==> config.mk <==
export PLATFORM = sky130hd
export DESIGN_NAME = sdes_cbc_dec
export DESIGN_NICKNAME = d
export VERILOG_FILES = /design/src/rtl/sdes_pkg.sv /design/src/rtl/sdes_fk.sv /design/src/rtl/sdes_cbc_dec.sv
export SDC_FILE = /design/constraint.sdc
export NUM_CORES = 1
export LEC_CHECK = 0
export CAP_MARGIN = 20
export CORE_MARGIN = 1
export CORE_UTILIZATION = 32
export DETAILED_ROUTE_END_ITERATION = 16
export PLACE_DENSITY = 0.86
export SLEW_MARGIN = 15
export SYNTH_ARGS = -nofsm -noshare
export SYNTH_HDL_FRONTEND = slang
export SYNTH_SLANG_ARGS = --single-unit
==> constraint.sdc <==
create_clock -name clk -period 1.6 [get_ports clk]
set_input_delay 0.24 -clock clk [delete_from_list [all_inputs] [get_ports clk]]
set_output_delay 0.24 -clock clk [all_outputs]
set_load 0.02 [all_outputs]
==> src/rtl/sdes_pkg.sv <==
// Shared S-DES tables, key schedule and permutation helpers for the CBC/ECB decryptor.
// Chaining is selected in the top by the SDES_CBC_EN macro; this package is mode-independent.
package sdes_pkg;

    typedef enum logic [1:0] {
        ST_IDLE = 2'd0,
        ST_R1   = 2'd1,
        ST_R2   = 2'd2,
        ST_OUT  = 2'd3
    } state_e;

    typedef struct packed {
        logic [7:0] k1;
        logic [7:0] k2;
    } subkeys_t;

    // Tables list 1-based source positions, position 1 being the MSB.
    localparam int P10_T [10] = '{3, 5, 2, 7, 4, 10, 1, 9, 8, 6};
    localparam int P8_T  [8]  = '{6, 3, 7, 4, 8, 5, 10, 9};
    localparam int IP_T  [8]  = '{2, 6, 3, 1, 4, 8, 5, 7};
    localparam int IPI_T [8]  = '{4, 1, 3, 5, 7, 2, 8, 6};
    localparam int EP_T  [8]  = '{4, 1, 2, 3, 2, 3, 4, 1};
    localparam int P4_T  [4]  = '{2, 4, 3, 1};

    // S-boxes indexed by {row, col}, row = outer input bits, col = inner bits.
    localparam logic [1:0] S0_T [16] = '{
        2'd1, 2'd0, 2'd3, 2'd2,
        2'd3, 2'd2, 2'd1, 2'd0,
        2'd0, 2'd2, 2'd1, 2'd3,
        2'd3, 2'd1, 2'd3, 2'd2
    };
    localparam logic [1:0] S1_T [16] = '{
        2'd0, 2'd1, 2'd2, 2'd3,
        2'd2, 2'd0, 2'd1, 2'd3,
        2'd3, 2'd0, 2'd1, 2'd0,
        2'd2, 2'd1, 2'd0, 2'd3
    };

    function automatic logic [9:0] p10(input logic [9:0] k);
        logic [9:0] r;
        r = '0;
        for (int i = 0; i < 10; i++) r[4'(9 - i)] = k[4'(10 - P10_T[i])];
        return r;
    endfunction

    function automatic logic [7:0] p8(input logic [9:0] k);
        logic [7:0] r;
        r = '0;
        for (int i = 0; i < 8; i++) r[3'(7 - i)] = k[4'(10 - P8_T[i])];
        return r;
    endfunction

    function automatic logic [7:0] ip(input logic [7:0] x);
        logic [7:0] r;
        r = '0;
        for (int i = 0; i < 8; i++) r[3'(7 - i)] = x[3'(8 - IP_T[i])];
        return r;
    endfunction

    function automatic logic [7:0] ip_inv(input logic [7:0] x);
        logic [7:0] r;
        r = '0;
        for (int i = 0; i < 8; i++) r[3'(7 - i)] = x[3'(8 - IPI_T[i])];
        return r;
    endfunction

    function automatic logic [7:0] ep(input logic [3:0] x);
        logic [7:0] r;
        r = '0;
        for (int i = 0; i < 8; i++) r[3'(7 - i)] = x[2'(4 - EP_T[i])];
        return r;
    endfunction

    function automatic logic [3:0] p4(input logic [3:0] x);
        logic [3:0] r;
        r = '0;
        for (int i = 0; i < 4; i++) r[2'(3 - i)] = x[2'(4 - P4_T[i])];
        return r;
    endfunction

    function automatic logic [1:0] sbox(input logic [3:0] x, input logic sel_s1);
        logic [3:0] idx;
        idx = {x[3], x[0], x[2], x[1]};
        return sel_s1 ? S1_T[idx] : S0_T[idx];
    endfunction

    function automatic subkeys_t key_sched(input logic [9:0] key);
        logic [9:0] p;
        logic [4:0] l, r;
        subkeys_t   s;
        p    = p10(key);
        l    = {p[8:5], p[9]};
        r    = {p[3:0], p[4]};
        s.k1 = p8({l, r});
        l    = {l[2:0], l[4:3]};
        r    = {r[2:0], r[4:3]};
        s.k2 = p8({l, r});
        return s;
    endfunction

endpackage

==> src/rtl/sdes_fk.sv <==
// S-DES round function fK: left nibble XORed with F(right, subkey), right nibble passed through.
// Purely combinational; one instance is time-shared by both decryption rounds.
module sdes_fk
    import sdes_pkg::*;
(
    input  logic [7:0] i_blk,
    input  logic [7:0] i_sk,
    output logic [7:0] o_blk
);

    logic [7:0] mix;
    logic [3:0] f_out;

    always_comb begin
        mix   = ep(i_blk[3:0]) ^ i_sk;
        f_out = p4({sbox(mix[7:4], 1'b0), sbox(mix[3:0], 1'b1)});
        o_blk = {i_blk[7:4] ^ f_out, i_blk[3:0]};
    end

endmodule

==> src/rtl/sdes_cbc_dec.sv <==
// S-DES byte decryptor: IDLE -> R1 (fK K2, SW) -> R2 (fK K1, IP^-1, chain) -> OUT.
// Define SDES_CBC_EN for CBC chaining; without it the block is plain ECB.
module sdes_cbc_dec
    import sdes_pkg::*;
(
    input  logic       clk,
    input  logic       rstn,
    input  logic [9:0] i_key,
    input  logic [7:0] i_iv,
    input  logic       i_iv_load,
    input  logic       s_valid,
    output logic       s_ready,
    input  logic [7:0] s_data,
    output logic       m_valid,
    input  logic       m_ready,
    output logic [7:0] m_data
);

    state_e     state_q, state_d;
    logic [9:0] key_q, key_d;
    logic [7:0] blk_q, blk_d;
    logic [7:0] m_data_q, m_data_d;
    logic [7:0] chain_val;
    subkeys_t   sk;
    logic [7:0] fk_sk;
    logic [7:0] fk_out;

    // Subkeys come from the latched key, so i_key may move freely while a byte is in flight.
    assign sk    = key_sched(key_q);
    assign fk_sk = (state_q == ST_R1) ? sk.k2 : sk.k1;

    sdes_fk u_fk (
        .i_blk (blk_q),
        .i_sk  (fk_sk),
        .o_blk (fk_out)
    );

`ifdef SDES_CBC_EN
    logic [7:0] chain_q, chain_d;
    logic [7:0] cipher_q, cipher_d;

    // IV load lands on the accept edge, so R2 already sees it for the same byte.
    always_comb begin
        chain_d  = chain_q;
        cipher_d = cipher_q;
        if (state_q == ST_IDLE) begin
            if (i_iv_load) chain_d = i_iv;
            if (s_valid)   cipher_d = s_data;
        end else if (state_q == ST_OUT && m_ready) begin
            chain_d = cipher_q;
        end
    end

    always_ff @(posedge clk or negedge rstn) begin
        if (!rstn) begin
            chain_q  <= 8'h00;
            cipher_q <= 8'h00;
        end else begin
            chain_q  <= chain_d;
            cipher_q <= cipher_d;
        end
    end

    assign chain_val = chain_q;
`else
    logic unused_iv;
    assign unused_iv = ^{i_iv, i_iv_load};
    assign chain_val = 8'h00;
`endif

    always_comb begin
        state_d  = state_q;
        key_d    = key_q;
        blk_d    = blk_q;
        m_data_d = m_data_q;
        case (state_q)
            ST_IDLE: begin
                if (s_valid) begin
                    state_d = ST_R1;
                    key_d   = i_key;
                    blk_d   = ip(s_data);
                end
            end
            ST_R1: begin
                state_d = ST_R2;
                blk_d   = {fk_out[3:0], fk_out[7:4]};
            end
            ST_R2: begin
                state_d  = ST_OUT;
                m_data_d = ip_inv(fk_out) ^ chain_val;
            end
            ST_OUT: begin
                if (m_ready) state_d = ST_IDLE;
            end
            default: state_d = ST_IDLE;
        endcase
    end

    always_ff @(posedge clk or negedge rstn) begin
        if (!rstn) begin
            state_q  <= ST_IDLE;
            key_q    <= 10'h000;
            blk_q    <= 8'h00;
            m_data_q <= 8'h00;
        end else begin
            state_q  <= state_d;
            key_q    <= key_d;
            blk_q    <= blk_d;
            m_data_q <= m_data_d;
        end
    end

    assign s_ready = (state_q == ST_IDLE);
    assign m_valid = (state_q == ST_OUT);
    assign m_data  = m_data_q;

endmodule

---- After elaboration in Yosys (flattened, before gate mapping) ----
Memories as Yosys holds them, arrays and structs flattened.
Index checks and enable logic that the tools add are counted.
word-level totals
  register bits ........................... 18
  bits in read-only memories .............. 32
  input bits .............................. 31
  output and inout bits ................... 10
  logic and storage cells ................. 27
  memories kept ........................... 1
memory list
  name             depth  bits a word  read ports  clocked after Yosys merged registers in  wr ports  RTL line        RTL
  (no name shown)  16     2            1           0                                        0         sdes_pkg.sv:84  return sel_s1 ? S1_T[idx] : S0_T[idx];
cells by class
  magnitude comparators ................... 1
  equal/unequal tests ..................... 5
  mux-type cells .......................... 8
  bitwise gates (word level) .............. 3
  reductions and logical operators ........ 5
operators with widths
  kind                                                                      number
  8-bit one-hot mux with 2 select lines                                     1
  2-bit 2-to-1 mux                                                          4
  8-bit 2-to-1 mux                                                          1
  2-bit one-hot mux with 4 select lines                                     1
  2-bit AND reduction                                                       3
  5-bit greater-or-equal comparator (second input constant)                 1
  4-bit NOT with 5-bit output                                               1
  2-bit equality test (second input constant)                               2
  4-bit 2-to-1 mux                                                          1
  4-bit by 2-bit XOR with 4-bit output                                      1
  4-bit XOR                                                                 1
  2-bit by 1-bit equality test with 1-bit output (second input constant)    1
  2-bit logical NOT                                                         1
  2-bit by 1-bit inequality test with 1-bit output (second input constant)  1
  2-bit inequality test (second input constant)                             1
  2-bit nonzero test                                                        1

---- Logic depth before layout (Yosys ltp) ----
Gate-level depths: netlist (run 1).
  depth in word-level cells ............... 9
  depth in mapped cells ................... 6
  mapped depth without buffers ............ 5

---- Hierarchy ----
A second synthesis (run 1) with hierarchy kept.
second synthesis, totals
  cell total of the unflattened synthesis .. 88
  area, all modules ....................... 975.9 sq um
by module, submodules not included
  module        instances  cells an instance  area each (sq um)  sequential area each (sq um)
  sdes_cbc_dec  1          79                 895.9              425.4
  sdes_fk       1          9                  80.1               0.0

---- Worst setup path after synthesis (run 1) ----
OpenSTA, ideal clock, no wires.
  path kind ............................... register -> register
  start ................................... register state_q[0]
  end ..................................... register blk_q[1]
  library setup time ...................... 0.069 ns
  arrival time ............................ 1.485 ns
  path slack .............................. 0.047 ns
  cell stages (with the launch flop) ...... 7
  cells stage by stage .................... dfrtp_1 > inv_1 > ha_1 > mux2i_1 > buf_6 > or3_1 > nand3_1
between the ends
  elaborated cells between the ends (all ways) .. 13
  those cells by class .................... eq/ne: 2; mux: 4; bitwise: 3; reduce/logical: 3; memory: 1
RTL lines
  element                                                                RTL line             RTL
  start: declaration                                                     sdes_cbc_dec.sv:19   state_e state_q, state_d;
  start signal: assignment                                               sdes_cbc_dec.sv:106  state_q <= state_d;
  2-bit logical NOT (*)                                                  n/a
  via s_ready                                                            sdes_cbc_dec.sv:12   output logic s_ready,
  2-bit inequality test (no line) or 2-bit nonzero test (tied branches)  n/a
  2-bit AND reduction (no line)                                          n/a
  end signal: assignment                                                 sdes_cbc_dec.sv:108  blk_q <= blk_d;
  end: declaration                                                       sdes_cbc_dec.sv:21   logic [7:0] blk_q, blk_d;
The timed path passes the listed nets; every way through them passes the cells marked *. The select of a mux whose other input is x is not followed.
A chain may end at the register's enable or synchronous reset.

---- Worst setup path after layout (run 1) ----
  start ................................... register state_q[0]
  end ..................................... output m_valid
between the ends
  word-level cells in the longest chain between the ends .. 1
RTL lines
  element              RTL line             RTL
  2-bit equality test  sdes_cbc_dec.sv:114  assign m_valid = (state_q == ST_OUT);
  end: declaration     sdes_cbc_dec.sv:14   output logic m_valid,
No other way between the ends.

==> results of run 1 <==
-- area by class of cell --
type                       count  area, um2  share of cell area (%)
clock buffer                   4       36.3                    5.09
inverter                       3       11.3                    1.58
sequential                    10        250                    35.1
multi-input combinational     36        258                    36.1
tap                           16       20.0                    2.81
timing repair buffer          15        138                    19.3
-- through the flow --
step / std cells / total power (W) / hold slack (ns)
floorplan: 55 / 0.000934 / -0.0556
global placement: 80 / 0.00116 / 0.464
detailed placement: 80 / 0.00120 / 0.498
CTS: 84 / 0.00140 / 0.289
global route: 84 / 0.00152 / 0.332
finish: 84 / 0.00140 / 0.279
-- power by group through the flow --
| stage | Combinational [W] | Sequential, W | Clock, W |
|---|---|---|---|
| after floorplan | 0.000451 | 0.000484 | 0 |
| after global placement | 0.000727 | 0.000436 | 0 |
| after detailed placement | 0.000755 | 0.000441 | 0 |
| after CTS | 0.000737 | 0.000437 | 0.000230 |
| after global routing | 0.000828 | 0.000456 | 0.000234 |
| final | 0.000745 | 0.000435 | 0.000222 |
-- sequential cells by signal, summed over array words and instances (netlist names) --
name and flops:
blk_q 5, m_data 3, state_q 2
-- metal layers --
| layer | track usage, % | wire length, um | share of wire (%) | up-vias |
|---|---|---|---|---|
| met1 | 13.5 | 439 | 51 | 167 |
| met5 | 0 | 0 | 0 | - |
| met4 | 9.38 | 16 | 1.9 | 0 |
| met3 | 1.25 | 43 | 5.0 | 2 |
| li1 | - | - | - | 193 |
| met2 | 16.1 | 356 | 42 | 15 |
-- how the worst max path moves through the flow --
stage / to / depth (start not counted)
6_report: m_valid / 3
5_1_grt: blk_q[1] / 7
4_1_cts: m_valid / 3
3_5_place_dp: blk_q[1] / 6
3_3_place_gp: state_q[1] / 5
2_1_floorplan: blk_q[1] / 6
-- Yosys cell counts --
cell,instances,share of area (%)
conb_1,1,0.69
mux2i_1,2,3.7
inv_1,3,2.1
ha_1,5,11
buf_4,5,6.9
nand3_1,1,0.91
nand2_1,7,4.8
or3b_2,1,1.6
nand2b_1,1,1.1
nor2b_1,2,2.3
or3_1,1,1.1
a21oi_1,1,0.91
o32a_1,1,1.8
mux2_2,4,8.2
dfrtp_1,10,46
buf_6,1,2.1
o21ai_0,5,4.6
-- critical path, stage by stage, from the launching register on --
cell	delay (ns)
dfrtp_1	0.38
buf_4	0.15
ha_1	0.19
dlygate4sd2_1	0.32
-- cells by family after synthesis --
group                    after synthesis  synth area share (%)
AO/OA/AOI/OAI                          7                  7.32
adder cells (fa/ha/maj)                5                  11.4
buffers and inverters                  9                  11.0
flip-flops                            10                  45.8
multiplexers                           6                  11.9
other                                  1                 0.686
AND/OR/NAND/NOR                       13                  11.9
==> qor.yml, run 1 <==
global_routing:
  grt_overflow: 0
  antenna_found_initial: 0
  grt_pass1_vias: 336
  grt_pass1_wl_mm: 1.42
  grt_usage_pct: 10.7
  grt_max_degree: 11
power_and_ir_drop:
  ir_drop_mv: 0.829
  p_int_w: 0.000893
  p_clk_share_pct: 15.8
  swShare_pct: 36.3
  netSwitchingPower_w: 0.000509
  powerDensity_mw_per_mm2: 1970
  seqPwrFrac_pct: 31.0
  combPwrFrac_pct: 53.2
  power_leakage_nw: 0.341
routing:
  wl_um: 856
  dr.first_iter.drc_count: 8
  vias_per_cell: 4.49
  final_antenna_net_count: 0
  drc: 4
  vias: 377
  avgRoutedWirePerCell_um: 10.2
  first_pass_iters: 10
critical_path:
  r2r-end: "state_q[1]"
  cp_max_fo: 4
  crit_required_ns: 1.36
  r2r-start: "state_q[0]"
  crit_start: "state_q[0]"
  regToRegSetupSlack_ns: 0.10
  crit_type: "flip-flop to primary output"
  end_kind: "primary output"
  critPathArrivalTime_ns: 1.30
  critPathLaunchType: "flip-flop"
  r2r_cells: 5
placed_design:
  place_area_um2: 673
  place_congestion: 0.710
  numPortBuffers: 11
  dpl_worst_slack_ns: 0.0902
  dpl.hpwl_um: 702
timing:
  fmax_ghz: 0.651
  hold_viol: 0
  fin_setup_tns_ns: 0
  fin_ws_ns: 0.0637
  period_share_pct: 96.0
  rsz0062_at_grt: "false"
  setup_viol: 0
  skew_ns: 0.00339
  slew_viol_final: 0
  min_period_ns: 1.54
synth:
  synth_cells: 51
  synth_seq_cells: 10
  syn-cell-area_um2: 547
  yosysSeqAreaShare_pct: 45.8
  avgSynthCellArea_um2: 10.7
  yosysWarnings: 0
  ys_types: 17
clocking:
  clock_path_buffers: 2
  cts_tree: "done"
  postCtsSetupBuffers: 0
  cts_hold_buf: 0
  cts_buffers: 3
  cts_sinks: 10
  cts.repair.resized: 2
  clk_latency_ns: 0.26
  clk_pin_slew_ns: 0.06
  clock-root-buffer: "clkbuf_4"
  cts-htree-levels: 1
die:
  die_w_um: 43.3
  io_pins: 41
  die_area_mm2: 0.00188
  die_height_um: 43.3
  initial_utilization_pct: 35.1
  placementRows: 14
  fp.coreArea_mm2: 0.00156
finish:
  layout-drive-gt1-share_pct: 22.1
  fin_util_pct: 45.7
  syn2layout_area_growth_pct: 30.4
  final_area_um2: 713
  num-nets-final: 105
  layout_common_cells: "10 x dfrtp_1, 9 x clkdlybuf4s50_1, 7 x nand2_1"
  antennaDiodeCount: 0
  final_common_cell: "dfrtp_1"
  fill_cells: 148
worst_hold_path:
  hold_class: "input pin to asynchronous set/reset pin"
flow_run:
  maxCapViolCount: 0
outcome:
  violations: "design-rule violations"
  status: "finished, violations left"
(Power assumes the default switching activity.)
==> run 2: changes to the inputs <==
GPL_TIMING_DRIVEN = 1   (was not set)
==> results of run 2 <==
No change in the layout: final DEF, timing and power equal those of run 1.
==> run 3: changes to the inputs <==
SETUP_SLACK_MARGIN = 0.4   (was not set)
==> qor.yml, run 3 (same netlist as run 1, synthesis figures left out) <==
die:
  io_pins: 41
  initial_utilization_pct: 35.1
  die_height_um: 43.3
  die_w_um: 43.3
  placementRows: 14
  die_area_mm2: 0.00188
  fp.coreArea_mm2: 0.00156
clocking:
  cts_buffers: 3
  cts-htree-levels: 1
  cts_hold_buf: 0
  cts_sinks: 10
  clock_path_buffers: 2
  cts_tree: "done"
  clock-root-buffer: "clkbuf_4"
  clk_pin_slew_ns: 0.07
  clk_latency_ns: 0.27
flow_run:
  maxCapViolCount: 0
global_routing:
  grt_overflow: 0
  grt_pass1_wl_mm: 2.00
  antenna_found_initial: 0
  grt_pass1_vias: 447
  grt_usage_pct: 15.9
  grt_max_degree: 11
routing:
  wl_met1_um: 478
  met2_length_um: 586
  final_antenna_net_count: 0
  top_layer: "met4"
  first_pass_iters: 10
  drc: 4
  dr.first_iter.drc_count: 7
  vias_per_cell: 4.84
  vias: 421
  avgRoutedWirePerCell_um: 13.3
  wl_mm: 1.16
  routed-wl-met3_um: 67
timing:
  period_share_pct: 87.4
  fin_setup_tns_ns: 0
  slew_viol_final: 0
  fmax_ghz: 0.715
  min_period_ns: 1.40
  fin_ws_ns: 0.201
  hold_viol: 0
  skew_ns: 0.00991
  setup_viol: 0
  rsz0062_at_grt: "true"
  holdWs_ns: 0.290
outcome:
  violations: "design-rule violations"
  status: "finished, violations left"
critical_path:
  critPathArrivalTime_ns: 1.61
  crit_required_ns: 1.82
  cp_max_fo: 4
  crit_type: "flip-flop to flip-flop"
  end_kind: "flip-flop"
  r2r_cells: 6
  r2r-end: "blk_q[1]"
  regToRegSetupSlack_ns: 0.20
  r2r-start: "state_q[1]"
  crit_start: "state_q[1]"
  crit_end: "blk_q[1]"
  critPathLaunchType: "flip-flop"
finish:
  num-nets-final: 108
  final_area_um2: 851
  layout_common_cells: "8 x dfrtp_1, 6 x clkdlybuf4s50_1, 5 x conb_1, 5 x buf_4"
  syn2layout_area_growth_pct: 55.6
  final_cells: 87
  layout-drive-gt1-share_pct: 53.5
  largest_reg_flops: 5
  antennaDiodeCount: 0
  fill_cells: 143
  regMostFlops: "blk_q"
  final_common_cell: "dfrtp_1"
power_and_ir_drop:
  power_leakage_nw: 0.386
  powerDensity_mw_per_mm2: 2130
  ir_drop_mv: 0.912
placed_design:
  numPortBuffers: 11
  place_congestion: 0.687
  placed_cells: 77
  dpl_worst_slack_ns: 0.0496
  place_area_um2: 677
worst_hold_path:
  hold_class: "input pin to asynchronous set/reset pin"
## run 3: cell types whose count changed in the layout (fill, tap and decap cells not counted), sizes merged
| cell | previous run | this run |
|---|---|---|
| buf | 4 | 9 |
| clkbuf | 4 | 6 |
| clkdlybuf4s15 | 0 | 1 |
| clkdlybuf4s50 | 9 | 6 |
| dlygate4sd2 | 2 | 0 |
## run 3: layer usage
metal,vias to the layer above,track usage [%]
li1,198,-
met1,203,16.8
met2,17,26.7
met3,3,6.25
met4,0,9.38
met5,-,0
## run 3: worst min path at each step
stage / from / cells past startpoint / endpoint
6_report: rstn / 1 / blk_q[5]
5_1_grt: rstn / 1 / m_data[3]
4_1_cts: rstn / 1 / blk_q[5]
3_5_place_dp: blk_q[0] / 2 / blk_q[0]
3_3_place_gp: blk_q[0] / 2 / blk_q[0]
2_1_floorplan: rstn / 0 / blk_q[0]
## run 3: power by group
group / switching (W) / internal, W / leakage (nW)
clock: 0.0000862 / 0.0000964 / 0.0150
sequential: 0.000116 / 0.000378 / 0.124
combinational: 0.000507 / 0.000627 / 0.246
## run 3: what timing repair did
item                                    CTS  global route
endpoints found under the setup margin   15            14
gates resized for setup                  37            15
pin swaps                                 3             3
buffers inserted                          4             1
gates cloned                              0             1
## run 3: per-stage QoR
| stage | total power [W] | utilization, % |
|---|---|---|
| final | 0.00181 | 54.6 |
| after global placement | 0.00116 | 43.4 |
| after global routing | 0.00195 | 54.6 |
| after floorplan | 0.00100 | - |
| after CTS | 0.00168 | 52.2 |
| after detailed placement | 0.00120 | 43.4 |
## run 3: cell type report
type                            count  area (um2)  area share (%)
Clock buffer                        4        26.3            3.09
Inverter                            3        13.8            1.62
Multi-Input combinational cell     36         375            44.1
Sequential cell                    10         253            29.7
Tap cell                           16        20.0            2.35
Timing Repair Buffer               18         163            19.1
## run 3: critical path, cell delays in order, from the launching register on
cell	delay [ns]
dfrtp_2	0.45
inv_4	0.09
buf_4	0.11
ha_4	0.15
mux2i_4	0.09
or3b_4	0.38
nand3_2	0.06
